**src/rtl/keypad_pkg.sv**
```systemverilog
// rtl/keypad_pkg.sv - shared types and key-map helpers for the keypad scan controller
package keypad_pkg;

  typedef enum logic [2:0] {
    ST_SCAN,
    ST_DEBOUNCE,
    ST_ACT,
    ST_HELD,
    ST_RELEASE
  } state_e;

  // Enum order equals row*3+col, so decode is a single arithmetic step.
  typedef enum logic [3:0] {
    K_NONE,
    K_ABC,
    K_DEF,
    K_GHI,
    K_JKL,
    K_MNO,
    K_PQRS,
    K_TUV,
    K_WXYZ,
    K_SUB_LETTER,
    K_CLEAR,
    K_SUB_WORD
  } key_e;

  localparam logic [7:0] BASE_ABC  = 8'h41;
  localparam logic [7:0] BASE_DEF  = 8'h44;
  localparam logic [7:0] BASE_GHI  = 8'h47;
  localparam logic [7:0] BASE_JKL  = 8'h4A;
  localparam logic [7:0] BASE_MNO  = 8'h4D;
  localparam logic [7:0] BASE_PQRS = 8'h50;
  localparam logic [7:0] BASE_TUV  = 8'h54;
  localparam logic [7:0] BASE_WXYZ = 8'h57;

  localparam logic [2:0] GROUP_SIZE_3 = 3'd3;
  localparam logic [2:0] GROUP_SIZE_4 = 3'd4;

  function automatic logic is_letter(key_e k);
    return (k >= K_ABC) && (k <= K_WXYZ);
  endfunction

  function automatic logic [7:0] group_base(key_e k);
    logic [7:0] b;
    case (k)
      K_ABC:   b = BASE_ABC;
      K_DEF:   b = BASE_DEF;
      K_GHI:   b = BASE_GHI;
      K_JKL:   b = BASE_JKL;
      K_MNO:   b = BASE_MNO;
      K_PQRS:  b = BASE_PQRS;
      K_TUV:   b = BASE_TUV;
      K_WXYZ:  b = BASE_WXYZ;
      default: b = 8'h00;
    endcase
    return b;
  endfunction

  function automatic logic [2:0] group_size(key_e k);
    return ((k == K_PQRS) || (k == K_WXYZ)) ? GROUP_SIZE_4 : GROUP_SIZE_3;
  endfunction

  // Row and column arrive one-hot with R0/C0 in the MSB position.
  function automatic key_e decode_key(logic [3:0] row, logic [2:0] col);
    logic [3:0] r;
    logic [3:0] c;
    r = row[3] ? 4'd0 : row[2] ? 4'd1 : row[1] ? 4'd2 : 4'd3;
    c = col[2] ? 4'd0 : col[1] ? 4'd1 : 4'd2;
    return key_e'(r * 4'd3 + c);
  endfunction

endpackage

```
**src/rtl/keypad_multitap.sv**
```systemverilog
// rtl/keypad_multitap.sv - pending multi-tap key, tap index and ASCII preview
module keypad_multitap
  import keypad_pkg::*;
(
  input  logic       clk,
  input  logic       rst,
  input  logic       act_i,
  input  key_e       key_i,
  output logic [7:0] preview_o,
  output logic       pending_o
);

  key_e       pend_key_q, pend_key_d;
  logic       pend_q, pend_d;
  logic [1:0] idx_q, idx_d;
  logic [2:0] idx_next;

  assign idx_next = {1'b0, idx_q} + 3'd1;

  always_comb begin
    pend_key_d = pend_key_q;
    pend_d     = pend_q;
    idx_d      = idx_q;
    if (act_i) begin
      if (is_letter(key_i)) begin
        if (pend_q && (key_i == pend_key_q)) begin
          idx_d = (idx_next == group_size(key_i)) ? 2'd0 : idx_next[1:0];
        end else begin
          pend_key_d = key_i;
          pend_d     = 1'b1;
          idx_d      = 2'd0;
        end
      end else if ((key_i == K_SUB_LETTER) || (key_i == K_CLEAR)) begin
        // A failed submit has nothing to clear, so clearing unconditionally is safe.
        pend_d = 1'b0;
        idx_d  = 2'd0;
      end
    end
  end

  always_ff @(posedge clk or posedge rst) begin
    if (rst) begin
      pend_key_q <= K_NONE;
      pend_q     <= 1'b0;
      idx_q      <= 2'd0;
    end else begin
      pend_key_q <= pend_key_d;
      pend_q     <= pend_d;
      idx_q      <= idx_d;
    end
  end

  assign preview_o = pend_q ? (group_base(pend_key_q) + {6'd0, idx_q}) : 8'h00;
  assign pending_o = pend_q;

endmodule

```
**src/rtl/keypad_scan_ctrl.sv**
```systemverilog
// rtl/keypad_scan_ctrl.sv - column scan, row debounce and key-action sequencing
module keypad_scan_ctrl
  import keypad_pkg::*;
#(
  parameter int SCAN_CYCLES     = 100,
  parameter int DEBOUNCE_CYCLES = 20
) (
  input  logic       clk,
  input  logic       rst,
  input  logic [3:0] row,
  output logic [2:0] col,
  output logic [7:0] preview,
  output logic [7:0] letter,
  output logic       letter_valid,
  output logic       word_submit,
  output logic       error,
  output logic       busy
);

  localparam int MAX_CYC = (SCAN_CYCLES > DEBOUNCE_CYCLES) ? SCAN_CYCLES : DEBOUNCE_CYCLES;
  localparam int CW      = $clog2(MAX_CYC + 1);
  localparam logic [CW-1:0] SCAN_LAST = CW'(SCAN_CYCLES - 1);
  localparam logic [CW-1:0] DB_LAST   = CW'(DEBOUNCE_CYCLES - 1);

  logic [3:0]    sync_q, rs_q;
  state_e        state_q, state_d;
  logic [CW-1:0] cnt_q, cnt_d;
  logic [2:0]    col_q, col_d;
  logic [3:0]    row_lat_q, row_lat_d;
  logic [7:0]    letter_q, letter_d;
  logic          lv_q, lv_d;
  logic          ws_q, ws_d;
  logic          err_q, err_d;
  logic          act_tap;
  logic          multi_key;
  logic          pending;
  key_e          act_key;
  logic [7:0]    preview_w;

  assign multi_key = (row_lat_q & (row_lat_q - 4'd1)) != 4'd0;
  assign act_key   = decode_key(row_lat_q, col_q);

  always_comb begin
    state_d   = state_q;
    cnt_d     = cnt_q;
    col_d     = col_q;
    row_lat_d = row_lat_q;
    letter_d  = letter_q;
    lv_d      = 1'b0;
    ws_d      = 1'b0;
    err_d     = 1'b0;
    act_tap   = 1'b0;
    case (state_q)
      ST_SCAN: begin
        if (cnt_q == SCAN_LAST) begin
          cnt_d = '0;
          if (rs_q != 4'd0) begin
            row_lat_d = rs_q;
            state_d   = ST_DEBOUNCE;
          end else begin
            col_d = {col_q[0], col_q[2:1]};
          end
        end else begin
          cnt_d = cnt_q + CW'(1);
        end
      end
      ST_DEBOUNCE: begin
        if (rs_q != row_lat_q) begin
          state_d = ST_SCAN;
          cnt_d   = '0;
        end else if (cnt_q == DB_LAST) begin
          state_d = ST_ACT;
          cnt_d   = '0;
        end else begin
          cnt_d = cnt_q + CW'(1);
        end
      end
      ST_ACT: begin
        state_d = ST_HELD;
        cnt_d   = '0;
        if (multi_key) begin
          err_d = 1'b1;
        end else begin
          act_tap = 1'b1;
          case (act_key)
            K_SUB_LETTER: begin
              if (pending) begin
                letter_d = preview_w;
                lv_d     = 1'b1;
              end else begin
                err_d = 1'b1;
              end
            end
            K_SUB_WORD: begin
              if (pending) err_d = 1'b1;
              else         ws_d  = 1'b1;
            end
            default: ;
          endcase
        end
      end
      ST_HELD: begin
        if (rs_q == 4'd0) begin
          state_d = ST_RELEASE;
          cnt_d   = '0;
        end
      end
      ST_RELEASE: begin
        if (rs_q != 4'd0) begin
          state_d = ST_HELD;
          cnt_d   = '0;
        end else if (cnt_q == DB_LAST) begin
          state_d = ST_SCAN;
          cnt_d   = '0;
          col_d   = {col_q[0], col_q[2:1]};
        end else begin
          cnt_d = cnt_q + CW'(1);
        end
      end
      default: begin
        state_d = ST_SCAN;
        cnt_d   = '0;
      end
    endcase
  end

  always_ff @(posedge clk or posedge rst) begin
    if (rst) begin
      sync_q    <= 4'd0;
      rs_q      <= 4'd0;
      state_q   <= ST_SCAN;
      cnt_q     <= '0;
      col_q     <= 3'b100;
      row_lat_q <= 4'd0;
      letter_q  <= 8'h00;
      lv_q      <= 1'b0;
      ws_q      <= 1'b0;
      err_q     <= 1'b0;
    end else begin
      sync_q    <= row;
      rs_q      <= sync_q;
      state_q   <= state_d;
      cnt_q     <= cnt_d;
      col_q     <= col_d;
      row_lat_q <= row_lat_d;
      letter_q  <= letter_d;
      lv_q      <= lv_d;
      ws_q      <= ws_d;
      err_q     <= err_d;
    end
  end

  keypad_multitap u_multitap (
    .clk       (clk),
    .rst       (rst),
    .act_i     (act_tap),
    .key_i     (act_key),
    .preview_o (preview_w),
    .pending_o (pending)
  );

  assign col          = col_q;
  assign preview      = preview_w;
  assign letter       = letter_q;
  assign letter_valid = lv_q;
  assign word_submit  = ws_q;
  assign error        = err_q;
  assign busy         = (state_q != ST_SCAN);

endmodule

```
**config.mk**
```make
export PLATFORM = sky130hd
export DESIGN_NAME = keypad_scan_ctrl
export DESIGN_NICKNAME = d
export VERILOG_FILES = /design/src/rtl/keypad_pkg.sv /design/src/rtl/keypad_multitap.sv /design/src/rtl/keypad_scan_ctrl.sv
export SDC_FILE = /design/constraint.sdc
export NUM_CORES = 1
export LEC_CHECK = 0
export BUFFER_PORTS_ARGS = -buffer_cell sky130_fd_sc_hd__buf_2
export CORE_MARGIN = 4
export CORE_UTILIZATION = 63
export CTS_CLUSTER_DIAMETER = 150
export DETAILED_ROUTE_END_ITERATION = 8
export GPL_TIMING_DRIVEN = 0
export PLACE_DENSITY = 0.91
export SETUP_SLACK_MARGIN = 0.1
export SLEW_MARGIN = 20
export SYNTH_ARGS = -nofsm -noshare
export SYNTH_HDL_FRONTEND = slang
export SYNTH_HIERARCHICAL = 1
export SYNTH_SLANG_ARGS = --single-unit
```
**constraint.sdc**
```tcl
create_clock -name clk -period 5.4 [get_ports clk]
set_input_delay 0.27 -clock clk [delete_from_list [all_inputs] [get_ports clk]]
set_output_delay 0.27 -clock clk [all_outputs]
set_load 0.01 [all_outputs]
```
==> Implementation_results.wiki, run 1 <==
{| class="wikitable"
! Metric !! Value
|-
| Number of failing setup endpoints in the final timing report || 0
|-
| Total negative setup slack || 0 ns
|-
| Worst relative slew slack || 42.6%
|-
| Post-CTS setup buffers || 0
|-
| Via count of the first global-routing pass || about 2000
|-
| Worst setup path startpoint || row_lat_q[2]$_DFFE_PP0P_
|-
| Period utilization || roughly three fifths
|-
| Synth Flop Type || sky130_fd_sc_hd__dfrtp_1
|-
| Largest fanout on the critical path || 10
|-
| Maximum Capacitance Violations || 0
|-
| PostCTS Resize Cnt || 0
|-
| Maximum clock frequency || 314 MHz
|-
| Count of standard-cell rows || 23
|-
| Cell count of the worst reg-to-reg path || 9
|-
| Wire length of the first global-routing pass || 9000 µm
|-
| TritonCTS buffer count || 5
|-
| DRC viols || 0
|-
| Routed len/inst || around 15 µm
|-
| Post-detailed-route count of antenna-violating nets || 0
|-
| Antenna diode instance count || 0
|-
| Half-perimeter wire length of the detailed placement result || between 3000 and 4000 µm
|-
| H-tree depth || 2
|-
| Number of distinct library cells after synthesis || 60
|-
| Avg Synthesized Cell Area || 9.95 µm²
|-
| TritonCTS clock tree || yes
|-
| Top Ports || 29
|-
| Highest metal layer used by the detailed router || met4
|-
| Height of the die || around 70 µm
|-
| Synth Cell Area || 2590 µm²
|-
| Flop and latch count out of synthesis || 43
|-
| Worst min-delay path startpoint || row[3]
|-
| Outcome || complete, no violations
|-
| Number of vias in the routed layout || roughly 2000
|-
| Floorplan die width || 72.1 µm
|-
| Synth warnings || 6
|-
| Core box area || 3970 µm²
|-
| Path class of the lowest-slack min-delay path || in -> reg
|-
| Met2 WL || 2340 µm
|-
| Element type at the critical path end || flop
|-
| Beginning of the worst register-to-register path || row_lat_q[2]$_DFFE_PP0P_
|-
| DIE AREA || ~5200 µm²
|-
| Max Root-Sink Buffers || 2
|-
| Kind of launch point of the worst setup path || flop
|-
| Cells after synthesis || 260
|-
| Metal-1 WL || 2350 µm
|-
| Number of search-and-repair iterations in the first detailed-routing pass || 4
|-
| Average vias per placed instance || 5.79
|-
| Share of synthesized area occupied by flip-flops and latches || a little over two fifths
|-
| Category of the critical setup timing path || reg -> reg
|-
| Leakage power of the design || 1.36 nW
|-
| Overall power || 0.602 mW
|-
| Share of synthesized flip-flops with an asynchronous set or reset || 100%
|-
| DRT Wirelength || 5060 µm
|-
| Clock root buffer || sky130_fd_sc_hd__clkbuf_8
|-
| Arrival time reported for the critical path endpoint || 3.37 ns
|-
| Number of synthesized flops with an enable pin || 0
|-
| RSZ-0062 raised after global routing || no
|-
| Req. time, crit path || roughly 5.6 ns
|-
| Number of port buffers || 26
|-
| Signed area change from the synthesized netlist to the final layout || 12.5%
|-
| Number of sinks on the clock net || 43
|-
| Routability congestion estimate from global placement || ~0.84
|-
| Maximum number of pins on one net before global-route repair || 37
|-
| Total global routing track utilization || approximately 22%
|-
| Minimum clock period after layout || 3.18 ns
|-
| Met3 routed wirelength || roughly 300 µm
|-
| Count of final hold-check violations || 0
|-
| Transition time at the pin with the least slew margin || ~0.85 ns
|-
| Effective utilization at floorplan || 65.1%
|-
| Cell depth of the worst hold path || 1
|-
| Worst Skew || ~0.0077 ns
|-
| Worst voltage drop across the vdd grid || around 0.00023 V
|-
| Initial antenna violation count || 0
|-
| Clock network latency to the later pin of the worst-skew pair || 0.30 ns
|-
| Number of pins with negative max-slew slack in the final report || 0
|-
| Drt initial violations || 180
|-
| Grt total ovfl || 0
|-
| Clock slew at the register clock pins of the worst setup and hold paths || 0.08 ns
|-
| Total number of nets in the final design || 310
|-
| Pwr/cell area || 207 nW/µm²
|-
| Share of post-route cells with drive strength above 1 || 26.4%
|}
## report_power, final
part           switching (mW)  total (mW)  internal, mW  leakage (nW)
registers             0.00202       0.328         0.326         0.560
clock network           0.110       0.259         0.150        0.0612
logic                 0.00990      0.0150       0.00514         0.739
total                   0.122       0.602         0.480          1.36
## final timing paths
check                      slack [ns]                              endpoint
setup / recovery                 2.22  u_multitap/pend_key_q[0]$_DFFE_PP0P_
hold / removal                   0.07                   sync_q[3]$_DFF_PP0_
setup reg to reg                 2.22  u_multitap/pend_key_q[0]$_DFFE_PP0P_
hold reg to reg                  0.35                     rs_q[2]$_DFF_PP0_
max in group asynchronous        4.26              row_lat_q[2]$_DFFE_PP0P_
min in group asynchronous        0.47       u_multitap/idx_q[1]$_DFFE_PP0P_
## what timing repair did
item,4_1_cts,5_1_grt
hold buffers,1,0
setup endpoints to repair,0,0
hold endpoints to repair,7,0
## cell type report
| class | count | area, µm² |
|---|---|---|
| clock buffers | 6 | 82.6 |
| plain buffers | 14 | 93.8 |
| well taps | 50 | 62.6 |
| fillers | 267 | 1060 |
| inverters | 13 | 48.8 |
| clock inverters | 2 | 35.0 |
| repair buffers | 27 | 140 |
| multi-input cells | 191 | 1370 |
| flip-flops and latches | 43 | 1080 |
## sequential cells by signal, summed over array words and instances, names as in the netlist
signal	count
letter	8
cnt_q	7
u_multitap/pend_key_q	4
row_lat_q	4
word_submit	1
state_q	3
sync_q	4
u_multitap/pending_o	1
letter_valid	1
rs_q	4
col	3
u_multitap/idx_q	2
error	1
## placed cells by master (no fill, tap or decap), types with 3 or more instances in the layout
master,Yosys,final
sky130_fd_sc_hd__inv_1,13,12
sky130_fd_sc_hd__and2_1,3,3
sky130_fd_sc_hd__fa_1,3,3
sky130_fd_sc_hd__o21ai_0,9,9
sky130_fd_sc_hd__mux2_2,12,12
sky130_fd_sc_hd__a21oi_1,13,13
sky130_fd_sc_hd__dfrtp_1,42,42
sky130_fd_sc_hd__buf_4,3,3
sky130_fd_sc_hd__nand3b_1,3,3
sky130_fd_sc_hd__clkbuf_8,0,6
sky130_fd_sc_hd__ha_1,6,6
sky130_fd_sc_hd__nand2b_1,6,6
sky130_fd_sc_hd__buf_6,3,3
sky130_fd_sc_hd__nor3b_1,4,4
sky130_fd_sc_hd__nor2b_1,3,3
sky130_fd_sc_hd__nor2_1,18,18
sky130_fd_sc_hd__buf_2,6,32
sky130_fd_sc_hd__xnor2_1,8,8
sky130_fd_sc_hd__or3_1,3,3
sky130_fd_sc_hd__nor3_1,9,9
sky130_fd_sc_hd__or2_2,3,3
sky130_fd_sc_hd__mux2_1,5,5
sky130_fd_sc_hd__nand3_1,6,6
sky130_fd_sc_hd__nand2_1,28,28
sky130_fd_sc_hd__o211ai_1,6,6
## per-layer routing
layer	vias up	track usage (%)
met4	0	7.93
met2	59	34.2
met1	954	30.3
met3	10	5.82
li1	979	-
met5	-	0
## critical path, cell delays in order, from the launching register on
cell and delay (ns):
sky130_fd_sc_hd__dfrtp_1 0.45, sky130_fd_sc_hd__inv_1 0.07, sky130_fd_sc_hd__a21oi_1 0.25, sky130_fd_sc_hd__fa_1 0.46
sky130_fd_sc_hd__ha_1 0.22, sky130_fd_sc_hd__fa_1 0.52, sky130_fd_sc_hd__buf_6 0.18, sky130_fd_sc_hd__or3_4 0.40
sky130_fd_sc_hd__a21oi_2 0.19, sky130_fd_sc_hd__mux2_1 0.33
## through the flow
stage	cell area (µm²)	std cells	worst slack [ns]	utilization, %	hold WS [ns]
after floorplan	2590	261	2.41	-	0.0734
after global placement	2780	337	2.26	70.1	0.233
after detailed placement	2780	337	2.22	70.1	0.245
after CTS	2910	346	2.20	73.3	0.0649
after global routing	2910	346	2.07	73.3	0.0576
final	2910	346	2.22	73.3	0.0742
## cells in the mapped netlist, types with 5 or more instances
cell,instances,area (µm²)
sky130_fd_sc_hd__o21ai_0,9,45.0
sky130_fd_sc_hd__nand3_1,6,30.0
sky130_fd_sc_hd__mux2_1,5,56.3
sky130_fd_sc_hd__nor3_1,9,45.0
sky130_fd_sc_hd__nor2_1,18,67.6
sky130_fd_sc_hd__a21oi_1,13,65.1
sky130_fd_sc_hd__nand2_1,28,105
sky130_fd_sc_hd__inv_1,13,48.8
sky130_fd_sc_hd__dfrtp_1,42,1050
sky130_fd_sc_hd__nand2b_1,6,37.5
sky130_fd_sc_hd__ha_1,6,75.1
sky130_fd_sc_hd__o211ai_1,6,45.0
sky130_fd_sc_hd__buf_2,6,30.0
sky130_fd_sc_hd__xnor2_1,8,70.1
sky130_fd_sc_hd__mux2_2,12,135
## kinds of logic after synthesis
kind of cell | synth area share (%)
simple gates | 22.9
other cells | 0.145
compound gates | 13.2
xor+xnor | 3.05
mux | 7.93
flops | 41.7
fa+ha+maj | 5.61
buf+inv | 5.52
(Power assumes the default switching activity.)
==> run 2: changes to the inputs <==
--- a/config.mk
+++ b/config.mk
@@ -7,11 +7,11 @@
 export LEC_CHECK = 0
 export BUFFER_PORTS_ARGS = -buffer_cell sky130_fd_sc_hd__buf_2
 export CORE_MARGIN = 4
-export CORE_UTILIZATION = 63
+export CORE_UTILIZATION = 58
 export CTS_CLUSTER_DIAMETER = 150
 export DETAILED_ROUTE_END_ITERATION = 8
 export GPL_TIMING_DRIVEN = 0
-export PLACE_DENSITY = 0.91
+export PLACE_DENSITY = 0.85
 export SETUP_SLACK_MARGIN = 0.1
 export SLEW_MARGIN = 20
 export SYNTH_ARGS = -nofsm -noshare
==> constraint.sdc (replaced) <==
create_clock -name clk -period 3 [get_ports clk]
set_input_delay 0.15 -clock clk [delete_from_list [all_inputs] [get_ports clk]]
set_output_delay 0.15 -clock clk [all_outputs]
set_load 0.01 [all_outputs]
==> Implementation_results.wiki, run 2 (synthesis results as in run 1) <==
{| class="wikitable"
! Metric !! Value
|-
| Element type at the critical path end || flop (unchanged)
|-
| Number of pins with negative max-slew slack in the final report || 0 (unchanged)
|-
| Number of vias in the routed layout || 2206 (was 2002)
|-
| Final standard cell count with taps included and fillers excluded || 366 (was 346)
|-
| Clock network latency to the later pin of the worst-skew pair || 0.30 ns (about the same)
|-
| Total negative setup slack || -0.0414 ns (was 0 ns)
|-
| DRT Wirelength || 6050 µm (was 5060 µm)
|-
| Average vias per placed instance || 6.03 (was 5.79)
|-
| Largest fanout on the critical path || 7 (was 10)
|-
| Drt initial violations || 220 (was 180)
|-
| Multi-input gate area in the final layout || 1450 µm² (was 1370 µm²)
|-
| Post-placement cell area || 2790 µm² (was 2780 µm²)
|-
| Path class of the lowest-slack min-delay path || in -> async (was in -> reg)
|-
| Count of final hold-check violations || 0 (unchanged)
|-
| Period utilization || 101% (was 58.9%)
|-
| Wire length of the first global-routing pass || 9780 µm (was 9000 µm)
|-
| Count of standard-cell rows || 24 (was 23)
|-
| Number of fill cells || 290 (was 267)
|-
| Antenna diode instance count || 0 (unchanged)
|-
| Leakage power of the design || 1.47 nW (was 1.36 nW)
|-
| Max Root-Sink Buffers || 2 (unchanged)
|-
| Cell count after placement || 339 (was 337)
|-
| Worst Skew || 0.0121 ns (was 0.00767 ns)
|-
| Number of failing setup endpoints in the final timing report || 1 (was 0)
|-
| TritonCTS clock tree || yes (unchanged)
|-
| Initial antenna violation count || 0 (unchanged)
|-
| Pwr/cell area || 368 nW/µm² (was 207 nW/µm²)
|-
| R2r setup slk || -0.04 ns (was 2.22 ns)
|-
| Via count of the first global-routing pass || 2173 (was 1960)
|-
| Effective utilization at floorplan || 59.8% (was 65.1%)
|-
| Routability congestion estimate from global placement || 0.835 (was 0.840)
|-
| Worst setup path startpoint || row_lat_q[2]$_DFFE_PP0P_ (unchanged)
|-
| Design Area, Final || 3170 µm² (was 2910 µm²)
|-
| Worst voltage drop across the vdd grid || 0.000439 V (was 0.000227 V)
|-
| Signed area change from the synthesized netlist to the final layout || 22.6% (was 12.5%)
|-
| Maximum number of pins on one net before global-route repair || 37 (unchanged)
|-
| H-tree depth || 2 (unchanged)
|-
| Share of post-route cells with drive strength above 1 || 36.0% (was 26.4%)
|-
| End of the critical path || u_multitap/pend_key_q[2]$_DFFE_PP0P_ (was u_multitap/pend_key_q[0]$_DFFE_PP0P_)
|-
| Maximum clock frequency || 329 MHz (was 314 MHz)
|-
| Kind of launch point of the worst setup path || flop (unchanged)
|-
| Most common cell after layout, fill and taps aside || sky130_fd_sc_hd__dfrtp_1 (unchanged)
|-
| Post-detailed-route count of antenna-violating nets || 0 (unchanged)
|-
| Half-perimeter wire length of the detailed placement result || 3620 µm (was 3610 µm)
|-
| Routed len/inst || 16.5 µm (was 14.6 µm)
|-
| Max FFs per register || 8 (unchanged)
|-
| Core box area || 4320 µm² (was 3970 µm²)
|-
| RSZ-0062 raised after global routing || yes (was no)
|-
| Minimum clock period after layout || 3.04 ns (was 3.18 ns)
|-
| Final setup slack of the worst path || -0.0414 ns (was 2.22 ns)
|-
| Arrival time reported for the critical path endpoint || 3.23 ns (was 3.37 ns)
|-
| Outcome || complete, but fails checks (was complete, no violations)
|-
| Maximum Capacitance Violations || 0 (unchanged)
|-
| Transition time at the pin with the least slew margin || 0.796 ns (was 0.853 ns)
|-
| Worst relative slew slack || 46.5% (was 42.6%)
|-
| Number of search-and-repair iterations in the first detailed-routing pass || 5 (was 4)
|-
| Failing checks || setup timing
|-
| Number of port buffers || 26 (unchanged)
|-
| Total number of nets in the final design || 328 (was 310)
|-
| Number of sinks on the clock net || 43 (unchanged)
|-
| Total global routing track utilization || 23.0% (was 22.2%)
|-
| Top Ports || 29 (unchanged)
|-
| Height of the die || 74.8 µm (was 72.1 µm)
|-
| Beginning of the worst register-to-register path || row_lat_q[2]$_DFFE_PP0P_ (unchanged)
|-
| Reg area || 1080 µm² (about the same)
|-
| End of the worst register-to-register path || u_multitap/pend_key_q[2]$_DFFE_PP0P_ (was u_multitap/pend_key_q[0]$_DFFE_PP0P_)
|-
| Clock slew at the register clock pins of the worst setup and hold paths || 0.09 ns (was 0.08 ns)
|-
| DRC viols || 0 (unchanged)
|-
| Cell count of the worst reg-to-reg path || 10 (was 9)
|-
| Grt total ovfl || 0 (unchanged)
|-
| Category of the critical setup timing path || reg -> reg (unchanged)
|-
| Floorplan die width || 74.8 µm (was 72.1 µm)
|-
| DIE AREA || 5590 µm² (was 5190 µm²)
|-
| Req. time, crit path || 3.19 ns (was 5.58 ns)
|-
| TritonCTS buffer count || 5 (unchanged)
|-
| Commonest cells after routing, fill and taps aside || 40 x sky130_fd_sc_hd__dfrtp_1, 30 x sky130_fd_sc_hd__buf_2, 28 x sky130_fd_sc_hd__nand2_1 (was 42 x sky130_fd_sc_hd__dfrtp_1, 32 x sky130_fd_sc_hd__buf_2, 28 x sky130_fd_sc_hd__nand2_1)
|-
| Clock root buffer || sky130_fd_sc_hd__clkbuf_8 (unchanged)
|}
## run 2: area by class of cell
cell class                      count  share of cell area, %
Sequential cell                    43                   34.0
Clock buffer                        5                   2.17
Buffer                             14                   3.23
Multi-Input combinational cell    191                   45.8
Clock inverter                      3                   2.13
Tap cell                           52                   2.05
Timing Repair Buffer               45                   8.99
Inverter                           13                   1.54
## run 2: power breakdown
part / total, mW / internal, mW / switching, mW
registers: 0.590 / 0.586 / 0.00397
clock network: 0.546 / 0.332 / 0.214
logic: 0.0314 / 0.0126 / 0.0188
## run 2: worst min-delay path by stage
stage / to / slack (ns) / cells after the start
floorplan: u_multitap/idx_q[0]$_DFFE_PP0P_ / -0.05 / 1
global placement: u_multitap/idx_q[1]$_DFFE_PP0P_ / 0.11 / 2
detailed placement: u_multitap/idx_q[1]$_DFFE_PP0P_ / 0.13 / 2
CTS: u_multitap/pending_o$_DFFE_PP0P_ / 0.35 / 3
global route: rs_q[1]$_DFF_PP0_ / 0.36 / 0
finish: u_multitap/pend_key_q[1]$_DFFE_PP0P_ / 0.35 / 3
## run 2: critical path, stage by stage (launching register included)
cell	delay, ns
sky130_fd_sc_hd__dfrtp_2	0.42
sky130_fd_sc_hd__inv_2	0.06
sky130_fd_sc_hd__a21oi_4	0.17
sky130_fd_sc_hd__fa_1	0.44
sky130_fd_sc_hd__ha_2	0.21
sky130_fd_sc_hd__fa_2	0.49
sky130_fd_sc_hd__buf_6	0.16
sky130_fd_sc_hd__or3_4	0.36
sky130_fd_sc_hd__nand2_1	0.11
sky130_fd_sc_hd__o211ai_1	0.12
sky130_fd_sc_hd__a221o_1	0.38
## run 2: through the flow
stage                     utilization (%)  hold slack (ns)  total power, mW  setup WS, ns
final                                73.4            0.349             1.17       -0.0414
after global routing                 73.4            0.359             1.20        -0.131
after CTS                            71.7            0.351             1.17        0.0939
after detailed placement             64.6            0.125            0.628       -0.0720
after global placement               64.6            0.111            0.627       -0.0127
after floorplan                         -          -0.0466            0.618         0.108
## run 2: per-layer routing
metal / wire length [µm] / track usage [%] / vias up / share of wire [%]
met5: 0 / 0 / - / 0
li1: - / - / 1015 / -
met1: 2350 / 27.8 / 1050 / 39
met2: 2930 / 39.3 / 114 / 48
met3: 527 / 5.61 / 27 / 8.7
met4: 238 / 9.49 / 0 / 3.9
## run 2: what timing repair did
| item | CTS | global route |
|---|---|---|
| setup endpoints to repair | 13 | 16 |
| gates cloned | 0 | 0 |
| pin swaps | 4 | 16 |
| setup buffers | 11 | 3 |
| resized for setup | 11 | 13 |
| endpoints found under the hold margin | 11 | 0 |
| hold buffers | 5 | 0 |
==> run 3: changes to the inputs <==
--- a/config.mk
+++ b/config.mk
@@ -5,16 +5,16 @@
 export SDC_FILE = /design/constraint.sdc
 export NUM_CORES = 1
 export LEC_CHECK = 0
+export ABC_AREA = 1
 export BUFFER_PORTS_ARGS = -buffer_cell sky130_fd_sc_hd__buf_2
 export CORE_MARGIN = 4
-export CORE_UTILIZATION = 58
+export CORE_UTILIZATION = 59
 export CTS_CLUSTER_DIAMETER = 150
 export DETAILED_ROUTE_END_ITERATION = 8
 export GPL_TIMING_DRIVEN = 0
-export PLACE_DENSITY = 0.85
+export PLACE_DENSITY = 0.86
 export SETUP_SLACK_MARGIN = 0.1
 export SLEW_MARGIN = 20
 export SYNTH_ARGS = -nofsm -noshare
 export SYNTH_HDL_FRONTEND = slang
-export SYNTH_HIERARCHICAL = 1
 export SYNTH_SLANG_ARGS = --single-unit
==> Implementation_results.wiki, run 3 <==
{| class="wikitable"
! Metric !! Value
|-
| Outcome || complete, no violations (was complete, but fails checks)
|-
| Effective utilization at floorplan || 61.2% (was 59.8%)
|-
| Dominant cell by count in the synthesized netlist || sky130_fd_sc_hd__nand2_1 (was sky130_fd_sc_hd__dfrtp_1)
|-
| Post-detailed-route count of antenna-violating nets || 0 (unchanged)
|-
| Most area-consuming cells after synthesis || sky130_fd_sc_hd__dfrtp_1 38%, sky130_fd_sc_hd__nand2_1 14%, sky130_fd_sc_hd__nand3_1 7.3% (was sky130_fd_sc_hd__dfrtp_1 41%, sky130_fd_sc_hd__mux2_2 5.2%, sky130_fd_sc_hd__nand2_1 4.1%)
|-
| Number of synthesized flops with an enable pin || 0 (unchanged)
|-
| Worst min-delay path startpoint || sync_q[0]$_DFF_PP0_
|-
| Number of vias in the routed layout || 2464 (was 2206)
|-
| Design Area, Final || 3080 µm² (was 3170 µm²)
|-
| Routed len/inst || 12.9 µm (was 16.5 µm)
|-
| Maximum number of pins on one net before global-route repair || 25 (was 37)
|-
| Req. time, crit path || 3.20 ns (was 3.19 ns)
|-
| DIE AREA || 5690 µm² (was 5590 µm²)
|-
| Worst voltage drop across the vdd grid || 0.000220 V (was 0.000439 V)
|-
| Average vias per placed instance || 5.49 (was 6.03)
|-
| Count of standard-cell rows || 24 (unchanged)
|-
| Clock network latency to the later pin of the worst-skew pair || 0.30 ns (about the same)
|-
| Max Root-Sink Buffers || 2 (unchanged)
|-
| Cells after synthesis || 356 (was 260)
|-
| Element type at the critical path end || flop (unchanged)
|-
| Overall power || 1.07 mW (was 1.17 mW)
|-
| Height of the die || 75.4 µm (was 74.8 µm)
|-
| Total negative setup slack || 0 ns (was -0.0414 ns)
|-
| Total number of nets in the final design || 410 (was 328)
|-
| Kind of launch point of the worst setup path || flop (unchanged)
|-
| Signed area change from the synthesized netlist to the final layout || 14.6% (was 22.6%)
|-
| Initial antenna violation count || 0 (unchanged)
|-
| Half-perimeter wire length of the detailed placement result || 4200 µm (was 3620 µm)
|-
| Minimum clock period after layout || 2.65 ns (was 3.04 ns)
|-
| Commonest cells in the netlist || 100 x sky130_fd_sc_hd__nand2_1, 52 x sky130_fd_sc_hd__inv_1, 41 x sky130_fd_sc_hd__dfrtp_1 (was 42 x sky130_fd_sc_hd__dfrtp_1, 28 x sky130_fd_sc_hd__nand2_1, 18 x sky130_fd_sc_hd__nor2_1)
|-
| Via count of the first global-routing pass || 2338 (was 2173)
|-
| Maximum Capacitance Violations || 0 (unchanged)
|-
| Period utilization || 88.2% (was 101%)
|-
| Clock slew at the register clock pins of the worst setup and hold paths || 0.08 ns (was 0.09 ns)
|-
| Placement Setup Slack || 0.278 ns (was -0.0720 ns)
|-
| Antenna diode instance count || 0 (unchanged)
|-
| Beginning of the worst register-to-register path || col[2]$_DFFE_PP1P_ (was row_lat_q[2]$_DFFE_PP0P_)
|-
| Routability congestion estimate from global placement || 0.865 (was 0.835)
|-
| Worst relative slew slack || 55.4% (was 46.5%)
|-
| Worst Skew || 0.00777 ns (was 0.0121 ns)
|-
| Pwr/cell area || 347 nW/µm² (was 368 nW/µm²)
|-
| Core box area || 4380 µm² (was 4320 µm²)
|-
| Arrival time reported for the critical path endpoint || 2.85 ns (was 3.23 ns)
|-
| Category of the critical setup timing path || reg -> reg (unchanged)
|-
| Clock root buffer || sky130_fd_sc_hd__clkbuf_8 (unchanged)
|-
| Number of search-and-repair iterations in the first detailed-routing pass || 4 (was 5)
|-
| TritonCTS buffer count || 5 (unchanged)
|-
| Count of final hold-check violations || 0 (unchanged)
|-
| Number of failing setup endpoints in the final timing report || 0 (was 1)
|-
| Largest fanout on the critical path || 10 (was 7)
|-
| DRT Wirelength || 5790 µm (was 6050 µm)
|-
| Top Ports || 29 (unchanged)
|-
| Transition time at the pin with the least slew margin || 0.666 ns (was 0.796 ns)
|-
| Cell type with the highest aggregate area in the netlist || sky130_fd_sc_hd__dfrtp_1 (unchanged)
|-
| Most common cell after layout, fill and taps aside || sky130_fd_sc_hd__nand2_1 (was sky130_fd_sc_hd__dfrtp_1)
|-
| Number of pins with negative max-slew slack in the final report || 0 (unchanged)
|-
| Synth Flop Type || sky130_fd_sc_hd__dfrtp_1 (unchanged)
|-
| Number of port buffers || 25 (was 26)
|-
| Flop and latch count out of synthesis || 42 (was 43)
|-
| Commonest cells after routing, fill and taps aside || 100 x sky130_fd_sc_hd__nand2_1, 49 x sky130_fd_sc_hd__inv_1, 41 x sky130_fd_sc_hd__dfrtp_1 (was 40 x sky130_fd_sc_hd__dfrtp_1, 30 x sky130_fd_sc_hd__buf_2, 28 x sky130_fd_sc_hd__nand2_1)
|-
| Synth Cell Area || 2680 µm² (was 2590 µm²)
|-
| Final setup slack of the worst path || 0.353 ns (was -0.0414 ns)
|-
| Share of synthesized area occupied by flip-flops and latches || 39.2% (was 41.7%)
|-
| Total global routing track utilization || 23.6% (was 23.0%)
|-
| Number of distinct library cells after synthesis || 39 (was 60)
|-
| H-tree depth || 2 (unchanged)
|-
| Share of post-route cells with drive strength above 1 || 18.1% (was 36.0%)
|-
| Avg Synthesized Cell Area || 7.54 µm² (was 9.95 µm²)
|-
| Post-placement cell area || 2910 µm² (was 2790 µm²)
|-
| Path class of the lowest-slack min-delay path || reg -> reg (was in -> async)
|-
| Leakage power of the design || 1.68 nW (was 1.47 nW)
|-
| Grt total ovfl || 0 (unchanged)
|-
| Share of synthesized flip-flops with an asynchronous set or reset || 100% (unchanged)
|-
| Synth warnings || 0 (was 6)
|-
| Floorplan die width || 75.4 µm (was 74.8 µm)
|-
| Number of sinks on the clock net || 42 (was 43)
|-
| TritonCTS clock tree || yes (unchanged)
|-
| Maximum clock frequency || 378 MHz (was 329 MHz)
|-
| Wire length of the first global-routing pass || 10400 µm (was 9780 µm)
|-
| DRC viols || 0 (unchanged)
|-
| Drt initial violations || 185 (was 220)
|-
| Worst setup path startpoint || col[2]$_DFFE_PP1P_ (was row_lat_q[2]$_DFFE_PP0P_)
|-
| RSZ-0062 raised after global routing || no (was yes)
|-
| Fraction of synthesized cell area taken by the top area cell type || 38.2% (was 40.6%)
|}
[run 3: changes by cell type after synthesis, moves of 7 or more]
cell / previous run / this run
sky130_fd_sc_hd__inv_1: 13 / 52
sky130_fd_sc_hd__mux2_2: 12 / 0
sky130_fd_sc_hd__nand2_1: 28 / 100
sky130_fd_sc_hd__nand3_1: 6 / 39
sky130_fd_sc_hd__nand4_1: 1 / 15
sky130_fd_sc_hd__xnor2_1: 8 / 1
[run 3: final timing paths]
check / end / slack [ns] / cells past startpoint
hold / removal: rs_q[0]$_DFF_PP0_ / 0.35 / 0
min in group asynchronous: word_submit$_DFF_PP0_ / 0.38 / 3
max in group asynchronous: col[2]$_DFFE_PP1P_ / 2.07 / 4
hold reg to reg: rs_q[0]$_DFF_PP0_ / 0.35 / 0
setup reg to reg: letter[3]$_DFFE_PP0P_ / 0.35 / 13
setup / recovery: letter[3]$_DFFE_PP0P_ / 0.35 / 13
[run 3: report_power, final]
| group | internal, mW | leakage (nW) | total, mW | switching, mW |
|---|---|---|---|---|
| Sequential | 0.571 | 0.550 | 0.573 | 0.00220 |
| Combinational | 0.0157 | 1.08 | 0.0382 | 0.0226 |
| Clock | 0.248 | 0.0514 | 0.455 | 0.207 |
[run 3: worst max-delay path, stage by stage, from the launching register on]
cell                      delay [ns]
sky130_fd_sc_hd__dfstp_2        0.58
sky130_fd_sc_hd__nor2_1         0.08
sky130_fd_sc_hd__ha_1           0.28
sky130_fd_sc_hd__ha_1           0.14
sky130_fd_sc_hd__inv_1          0.05
sky130_fd_sc_hd__fa_1           0.51
sky130_fd_sc_hd__inv_2          0.09
sky130_fd_sc_hd__nor2_1         0.13
sky130_fd_sc_hd__nand2_1        0.13
sky130_fd_sc_hd__nor2_4         0.17
sky130_fd_sc_hd__nand3_2        0.09
sky130_fd_sc_hd__buf_6          0.17
sky130_fd_sc_hd__nand2_1        0.08
sky130_fd_sc_hd__o21ai_2        0.06
[run 3: metal layers]
layer  GRT usage (%)  part of all wire, %
met5               0                    0
met2            40.1                   49
met3            5.15                  5.7
met4            8.16                  1.3
met1            29.9                   44
[run 3: layout make-up]
type,count,area [µm²]
well taps,52,65.1
fillers,350,1310
clock inverters,2,37.5
flip-flops and latches,42,1050
multi-input cells,252,1370
plain buffers,9,71.3
inverters,55,206
clock buffers,6,72.6
repair buffers,31,203
[run 3: kinds of logic (layout without fill, tap and decap cells)]
group	count (synthesis)	count (layout)	share of synthesized area [%]
simple gates	204	204	36.5
buf+inv	64	103	10.3
flops	42	42	39.2
compound gates	33	33	8.25
fa+ha+maj	8	8	4.29
xor+xnor	4	4	1.31
other cells	1	3	0.140
[run 3: timing repair]
item	CTS	global route
setup buffers	0	0
resized for setup	0	4
endpoints found under the setup margin	0	12
hold buffers	5	0
endpoints found under the hold margin	22	0
[run 3: per-stage QoR]
stage	hold slack, ns	utilization, %	cells
global placement	0.258	65.7	435
global route	0.366	70.2	449
floorplan	0.181	-	358
finish	0.355	70.2	449
CTS	0.355	70.0	449
detailed placement	0.180	66.4	436
